### src/rtl/arb_session_requester.sv
// rtl/arb_session_requester.sv - command-queued round-robin arbiter client (optional REQ_TIMEOUT_EN grant-wait timeout)
module arb_session_requester #(
   parameter int DATA_W      = 8,
   parameter int LEN_W       = 4,
   parameter int FIFO_DEPTH  = 4,
   parameter int TIMEOUT_CYC = 16
) (
   input  logic              clk,
   input  logic              rst_a,
   input  logic              cmd_valid,
   output logic              cmd_ready,
   input  logic [LEN_W-1:0]  cmd_len,
   input  logic [DATA_W-1:0] cmd_base,
   output logic              req,
   input  logic              grant,
   output logic              session_is_finished,
   output logic              out_valid,
   input  logic              out_ready,
   output logic [DATA_W-1:0] out_data,
   output logic              out_last,
   output logic              busy,
   output logic              err_grant_lost,
   output logic              timeout
);

   localparam int PTR_W = (FIFO_DEPTH > 2) ? $clog2(FIFO_DEPTH) : 1;

   typedef enum logic [1:0] {
      ST_IDLE = 2'd0,
      ST_REQ  = 2'd1,
      ST_XFER = 2'd2,
      ST_DONE = 2'd3
   } state_t;

   state_t state, state_nxt;

   logic [LEN_W-1:0]  len_mem  [FIFO_DEPTH];
   logic [DATA_W-1:0] base_mem [FIFO_DEPTH];
   logic [PTR_W:0]    wr_ptr, rd_ptr;
   logic              fifo_full, fifo_empty;
   logic              push, pop, load;

   logic [LEN_W-1:0]  beat_cnt;
   logic [DATA_W-1:0] data_r;
   logic              wait_hit;

   // Extra pointer bit distinguishes full from empty when the indices match.
   assign fifo_empty = (wr_ptr == rd_ptr);
   assign fifo_full  = (wr_ptr[PTR_W] != rd_ptr[PTR_W]) &&
                       (wr_ptr[PTR_W-1:0] == rd_ptr[PTR_W-1:0]);
   assign cmd_ready  = !fifo_full;
   assign push       = cmd_valid && !fifo_full;

   // Command storage; contents need no reset since the pointers gate them.
   always_ff @(posedge clk) begin
      if (push) begin
         len_mem[wr_ptr[PTR_W-1:0]]  <= cmd_len;
         base_mem[wr_ptr[PTR_W-1:0]] <= cmd_base;
      end
   end

   // FIFO pointers advance on accepted push and on FSM-driven pop.
   always_ff @(posedge clk or posedge rst_a) begin
      if (rst_a) begin
         wr_ptr <= '0;
         rd_ptr <= '0;
      end else begin
         if (push) wr_ptr <= wr_ptr + (PTR_W+1)'(1);
         if (pop)  rd_ptr <= rd_ptr + (PTR_W+1)'(1);
      end
   end

`ifdef REQ_TIMEOUT_EN
   localparam int WAIT_W = $clog2(TIMEOUT_CYC + 1);
   logic [WAIT_W-1:0] wait_cnt;

   assign wait_hit = (state == ST_REQ) && !grant && (wait_cnt == WAIT_W'(TIMEOUT_CYC));

   // Grant-wait counter: zero outside REQ, counts each ungranted REQ cycle.
   always_ff @(posedge clk or posedge rst_a) begin
      if (rst_a) begin
         wait_cnt <= '0;
      end else if (state != ST_REQ) begin
         wait_cnt <= '0;
      end else if (!grant && !wait_hit) begin
         wait_cnt <= wait_cnt + WAIT_W'(1);
      end
   end
`else
   // No wait limit in this build; the limit parameter only feeds a constant-false term.
   assign wait_hit = 1'b0 & (TIMEOUT_CYC == 0);
`endif

   assign timeout = wait_hit;

   // FSM state register.
   always_ff @(posedge clk or posedge rst_a) begin
      if (rst_a) state <= ST_IDLE;
      else       state <= state_nxt;
   end

   // Next-state, FIFO pop and session outputs decoded from the registered state.
   always_comb begin
      state_nxt           = state;
      pop                 = 1'b0;
      load                = 1'b0;
      req                 = 1'b0;
      out_valid           = 1'b0;
      session_is_finished = 1'b0;
      case (state)
         ST_IDLE: begin
            if (!fifo_empty) state_nxt = ST_REQ;
         end
         ST_REQ: begin
            req = 1'b1;
            if (grant) begin
               pop       = 1'b1;
               load      = 1'b1;
               state_nxt = ST_XFER;
            end else if (wait_hit) begin
               pop       = 1'b1;
               state_nxt = ST_IDLE;
            end
         end
         ST_XFER: begin
            req       = 1'b1;
            out_valid = 1'b1;
            if (out_ready && (beat_cnt == '0)) state_nxt = ST_DONE;
         end
         ST_DONE: begin
            session_is_finished = 1'b1;
            state_nxt           = ST_IDLE;
         end
         default: state_nxt = ST_IDLE;
      endcase
   end

   // Beat counter and data register: loaded at grant, stepped on each accepted non-final beat.
   always_ff @(posedge clk or posedge rst_a) begin
      if (rst_a) begin
         beat_cnt <= '0;
         data_r   <= '0;
      end else if (load) begin
         beat_cnt <= len_mem[rd_ptr[PTR_W-1:0]];
         data_r   <= base_mem[rd_ptr[PTR_W-1:0]];
      end else if ((state == ST_XFER) && out_ready && (beat_cnt != '0)) begin
         beat_cnt <= beat_cnt - LEN_W'(1);
         data_r   <= data_r + DATA_W'(1);
      end
   end

   // Sticky flag: grant withdrawn while a burst is in flight.
   always_ff @(posedge clk or posedge rst_a) begin
      if (rst_a)                           err_grant_lost <= 1'b0;
      else if ((state == ST_XFER) && !grant) err_grant_lost <= 1'b1;
   end

   assign out_data = data_r;
   assign out_last = (state == ST_XFER) && (beat_cnt == '0);
   assign busy     = (state != ST_IDLE) || !fifo_empty;

endmodule

### config.mk
export PLATFORM = sky130hd
export DESIGN_NAME = arb_session_requester
export DESIGN_NICKNAME = d
export VERILOG_FILES = /design/src/rtl/arb_session_requester.sv
export SDC_FILE = /design/constraint.sdc
export NUM_CORES = 1
export LEC_CHECK = 0
export ABC_AREA = 1
export BUFFER_PORTS_ARGS = -buffer_cell sky130_fd_sc_hd__clkbuf_2
export CAP_MARGIN = 20
export CORE_ASPECT_RATIO = 1.25
export CORE_MARGIN = 2
export CORE_UTILIZATION = 40
export DETAILED_ROUTE_END_ITERATION = 10
export GPL_ROUTABILITY_DRIVEN = 0
export PLACE_DENSITY = 0.69
export SYNTH_ARGS = -nofsm -noshare
export SYNTH_HDL_FRONTEND = slang
export SYNTH_SLANG_ARGS = --single-unit
export TNS_END_PERCENT = 100
### constraint.sdc
create_clock -name clk -period 4.1 [get_ports clk]
set_clock_uncertainty 0.1 [all_clocks]
set_input_delay 0.82 -clock clk [delete_from_list [all_inputs] [get_ports clk]]
set_output_delay 0.82 -clock clk [all_outputs]
set_load 0.005 [all_outputs]
[After elaboration in Yosys (flattened, before gate mapping)]
Memory sizes are Yosys's and may differ from the RTL's.
Index checks and enable logic that the tools add are counted.
Storage, ports and cells
  register bits: 21
  memories: 2
  RAM bits: 48
  output and inout bits: 16
  bits of input ports: 17
  logic and storage cells: 54
Memories
  base_mem: depth 4, bits a word 8, read ports 1, clocked after memory_dff 0, write ports 1, RTL line 38  | logic [DATA_W-1:0] base_mem [FIFO_DEPTH];
  len_mem: depth 4, bits a word 4, read ports 1, clocked after memory_dff 0, write ports 1, RTL line 37  | logic [LEN_W-1:0] len_mem [FIFO_DEPTH];
Cells by class
  multiplexer cells: 15
  equal/unequal tests: 9
  add/sub/neg operators: 4
  reductions and logical operators: 18
Operators with widths (count)
  8-bit two-way mux: 2
  8-bit by 1-bit adder with 8-bit output (second input constant): 1
  4-bit two-way mux: 2
  2-bit case mux with 4 select lines: 1
  1-bit logical AND: 7
  1-bit two-way mux: 7
  3-bit by 1-bit adder with 3-bit output (second input constant): 2
  2-bit two-way mux: 3
  2-bit inequality test (second input constant): 3
  2-bit == test (second input constant): 2
  4-bit logical NOT: 1
  2-bit nonzero test: 2
  4-bit nonzero test: 1
  4-bit by 1-bit subtractor with 4-bit output (second input constant): 1
  3-bit == test: 1
  1-bit logical NOT: 3
  3-bit AND reduction: 1
  2-bit by 1-bit == test with 1-bit output (second input constant): 1
  2-bit == test: 1
  2-bit logical NOT: 1
  2-bit OR reduction: 1
  1-bit logical OR: 1
  1-bit inequality test: 1

[Logic depth before layout (Yosys ltp)]
  depth after elaboration: 6
  gate-level depth with buffers: 10

[Worst setup path after synthesis]
No wires, ideal clock.
  path kind: register -> register
  start: register rd_ptr[0]
  end: memory base_mem[0][0] (enable)
  buffers on the path: 1
  cell stages (with the launch flop): 7
  data arrival time: 1.444 ns
  required time: 3.620 ns
  setup slack: 2.175 ns
  cell sequence: dfrtp_1 buf_6 xor2_1 nor2_2 nand2_2 nand2_4 nor2_1
Between the ends
  word-level cells in the longest chain between the ends: 6
Ends and longest elaborated chain
  start: declaration: RTL line 39  | logic [PTR_W:0] wr_ptr, rd_ptr;
  start signal: assignment: RTL line 69  | if (pop) rd_ptr <= rd_ptr + (PTR_W+1)'(1);
  2-bit == test: RTL line 50  | (wr_ptr[PTR_W-1:0] == rd_ptr[PTR_W-1:0]);
  1-bit logical AND: RTL line 49  | assign fifo_full = (wr_ptr[PTR_W] != rd_ptr[PTR_W]) &&
  1-bit logical NOT
  named net cmd_ready: RTL line 11  | output logic cmd_ready,
  1-bit logical AND: RTL line 52  | assign push = cmd_valid && !fifo_full;
  1-bit two-way mux: RTL line 56  | if (push) begin
  1-bit two-way mux (not written as such): RTL line 58  | base_mem[wr_ptr[PTR_W-1:0]] <= cmd_base;
  end: declaration: RTL line 38
The timed path passes the listed nets, and every way through them passes these cells.

[Worst setup path after layout]
  start: register rd_ptr[1]
  end: output cmd_ready
Between the ends
  word-level cells in the longest chain between the ends: 3
Ends and longest elaborated chain
  2-bit == test: RTL line 50
  1-bit logical AND: RTL line 49
  1-bit logical NOT: RTL line 51  | assign cmd_ready = !fifo_full;
  end: declaration: RTL line 11
No other way between the ends.

==> results by group <==
Placed design
  • Placed cells: roughly 440
  • Post-DP Area: 3450 um2
  • IO buf count: 31
  • Dpl ws: 1.77 ns
  • HPWL after DPL: roughly 4300 um

Setup path
  • Crit path capture type: output port
  • Critical path arrival: between 1.5 and 2 ns
  • Critical R2R Capture: base_mem[2][0]
  • Reg-to-reg critical path startpoint: rd_ptr[1]
  • CP required: about 3.2 ns
  • FF-to-FF path depth: 5
  • Critical-path maximum fanout: 15
  • WS Path Type: register to output port
  • Startpoint types: register
  • Reg2reg setup slack: approximately 1.8 ns

Cells and area
  • Number of fill cells: a little over 700
  • Layout cells sized above 1: 0.165
  • Non-Filler Instances: roughly 460
  • Fin util: 0.472
  • Synthesis-to-layout area growth: 13.8%
  • Nets: ~390
  • Design Area, Final: around 3700 um2
  • N_diodes: 0

STA
  • Slew Limit Headroom: 0.370
  • Slew @ Worst Pin: 0.942 ns
  • Worst hold slack: about 0.38 ns
  • Setup TNS: 0 ns
  • Fin crit period: 2.45 ns
  • Setup slack after layout: 1.65 ns
  • Max Clk Rate: a little over 400 MHz
  • Tcrit/Tclk final: 0.597
  • RSZ-0062 raised after global routing: false
  • Final Hold Fails: 0
  • Fin. max-slew vios: 0
  • Setup-failing EPs final: 0

Floorplan
  • Die X: between 80 and 90 um
  • Die H: approximately 100 um
  • Initial cell density of the core: 0.415
  • Num rows: 36
  • I/O Pins: 33
  • Die ar.: about 8900 um2
  • Core ar.: 7840 um2

Logic synthesis
  • Post-Syn Area: 3250 um2
  • Top cells by area, synth: edfxtp_1 44%, dfrtp_1 16%, nand2_1 12%, nand3_1 6.5%, ha_1 5.0%
  • Synthesized flop and latch total: 69
  • Avg Cell Area, Syn: between 10 and 15 um2
  • Synthesized instance count: approximately 330
  • Post-synth top area cell: edfxtp_1
  • Seq/Total Area, Yosys: 0.605
  • Synth top area share: 0.443
  • Warnings from Yosys: 0
  • Syn Nets: around 360
  • Synth unique cells: 26

CTS
  • CTS sink count: approximately 70
  • Clock Tree Root: clkbuf_8
  • TritonCTS buffer count: 9
  • Setup bufs post-CTS: 0
  • CTS Buffer Depth: 2
  • CTS resizes: 0
  • Worst-skew pair later-pin latency: roughly 0.33 ns
  • # hold bufs at CTS: 0
  • H-tree Lvls: 3
  • TritonCTS clock tree: done
  • Worst-path clk slew: 0.07 ns

Global routing
  • Antenna violations before repair: 0
  • Largest net degree at the start of global routing: 28
  • Vias in the first global route: just over 2,000
  • First-pass GRT wire length: 9980 um
  • Gr ovfl total: 0
  • Total GRT Usage: 0.144

Route
  • Antenna Nets Post-Route: 0
  • Iter 0 DRT Violations: roughly 170
  • Drt total wl: a little under 6000 um
  • Vias per cell: ~4.8
  • Wire per inst: about 13 um
  • DRC: 0
  • Vias: around 2,200
  • TritonRoute pass-1 iters: 5

Hold path
  • Hold path endpoint: err_grant_lost
  • Hold path startpoint: err_grant_lost
  • Hold/Removal Path Class: register to register
  • Worst hold path cell count: 1

Power and ir drop
  • Peak supply drop: around 0.27 mV
  • Pwr dens: around 740 nW/um2
  • Leakage Power: approximately 1.6 nW
  • Total chip power: about 2.7 mW

Flow run
  • Maxcap violations: 0

Run status
  • Run status: finished clean
-- sequential cells by signal (all words and copies together), names as in the netlist --
| register | cells |
|---|---|
| base_mem | 32 |
| len_mem | 16 |
| out_data | 8 |
| beat_cnt | 4 |
| rd_ptr | 3 |
| wr_ptr | 3 |
| state | 2 |
| err_grant_lost | 1 |
-- area by class of cell --
cell class	count	area [um2]	area share
clock buffers	9	124	0.0335
repair buffers	32	163	0.0440
well taps	95	119	0.0321
flip-flops and latches	69	1970	0.532
clock inverters	7	121	0.0328
multi-input cells	225	1120	0.304
inverters	21	81.3	0.0220
-- worst max-delay path, stage by stage, from the launching register on --
cell and delay [ns]:
dfrtp_1 0.56, xor2_1 0.22, nor2_2 0.16, nand2_2 0.12, clkbuf_2 0.14
-- cells by family after synthesis --
kind of cell,count (synthesis),synth area share
compound gates,17,0.0289
xor+xnor,9,0.0243
fa+ha+maj,13,0.0500
buf+inv,31,0.0493
flops,69,0.605
other cells,1,0.00115
simple gates,185,0.241
-- report_power, final --
| group | leakage [nW] | internal, mW | switching [mW] |
|---|---|---|---|
| Combinational | 0.805 | 0.347 | 0.599 |
| Sequential | 0.691 | 0.965 | 0.153 |
| Clock | 0.124 | 0.407 | 0.260 |
-- cells in the final DEF (no fill, tap or decap) --
master,count
or2_2,1
clkinv_2,1
inv_6,1
nor2_1,31
o21ai_1,2
nand3_2,1
xnor2_1,2
buf_4,1
nor2_2,3
nand3_1,42
nand2_2,2
nand2_4,2
conb_1,1
a21oi_1,3
clkbuf_8,9
clkinv_4,2
bufinv_16,3
ha_1,13
clkbuf_2,31
inv_4,1
edfxtp_1,48
o21bai_1,2
inv_1,19
xor2_1,7
dfrtp_1,21
nand2_1,102
nor3_1,1
o21ai_0,9
inv_2,1
a21oi_2,1
-- synthesized netlist by cell type --
master    instances
xor2_1            7
xnor2_1           2
nand2_2           2
nor2_1           31
a21oi_2           1
nor2_2            3
o21ai_1           2
buf_4             4
buf_6             3
o21ai_0           9
edfxtp_1         48
inv_4             1
nand3_2           1
buf_2             3
nand2_1         102
a21oi_1           3
inv_1            19
o21bai_1          2
ha_1             13
dfrtp_1          21
nand2_4           2
inv_2             1
or2_2             1
nor3_1            1
nand3_1          42
conb_1            1
-- worst max path at each step --
stage	start	endpoint	slack, ns
finish	rd_ptr[1]	cmd_ready	1.65
global route	rd_ptr[1]	busy	1.50
CTS	rd_ptr[1]	cmd_ready	1.63
detailed placement	rd_ptr[1]	base_mem[2][0]	1.77
global placement	rd_ptr[1]	base_mem[2][0]	1.83
floorplan	rd_ptr[0]	base_mem[0][0]	2.18
-- routing by layer --
metal | vias up | track usage | share of wire
li1 | 1138 | - | -
met1 | 999 | 0.188 | 0.46
met2 | 48 | 0.230 | 0.48
met3 | 8 | 0.0348 | 0.040
met4 | 0 | 0.0544 | 0.016
met5 | - | 0 | 0
Note: power is estimated with default switching activity, not from simulation.
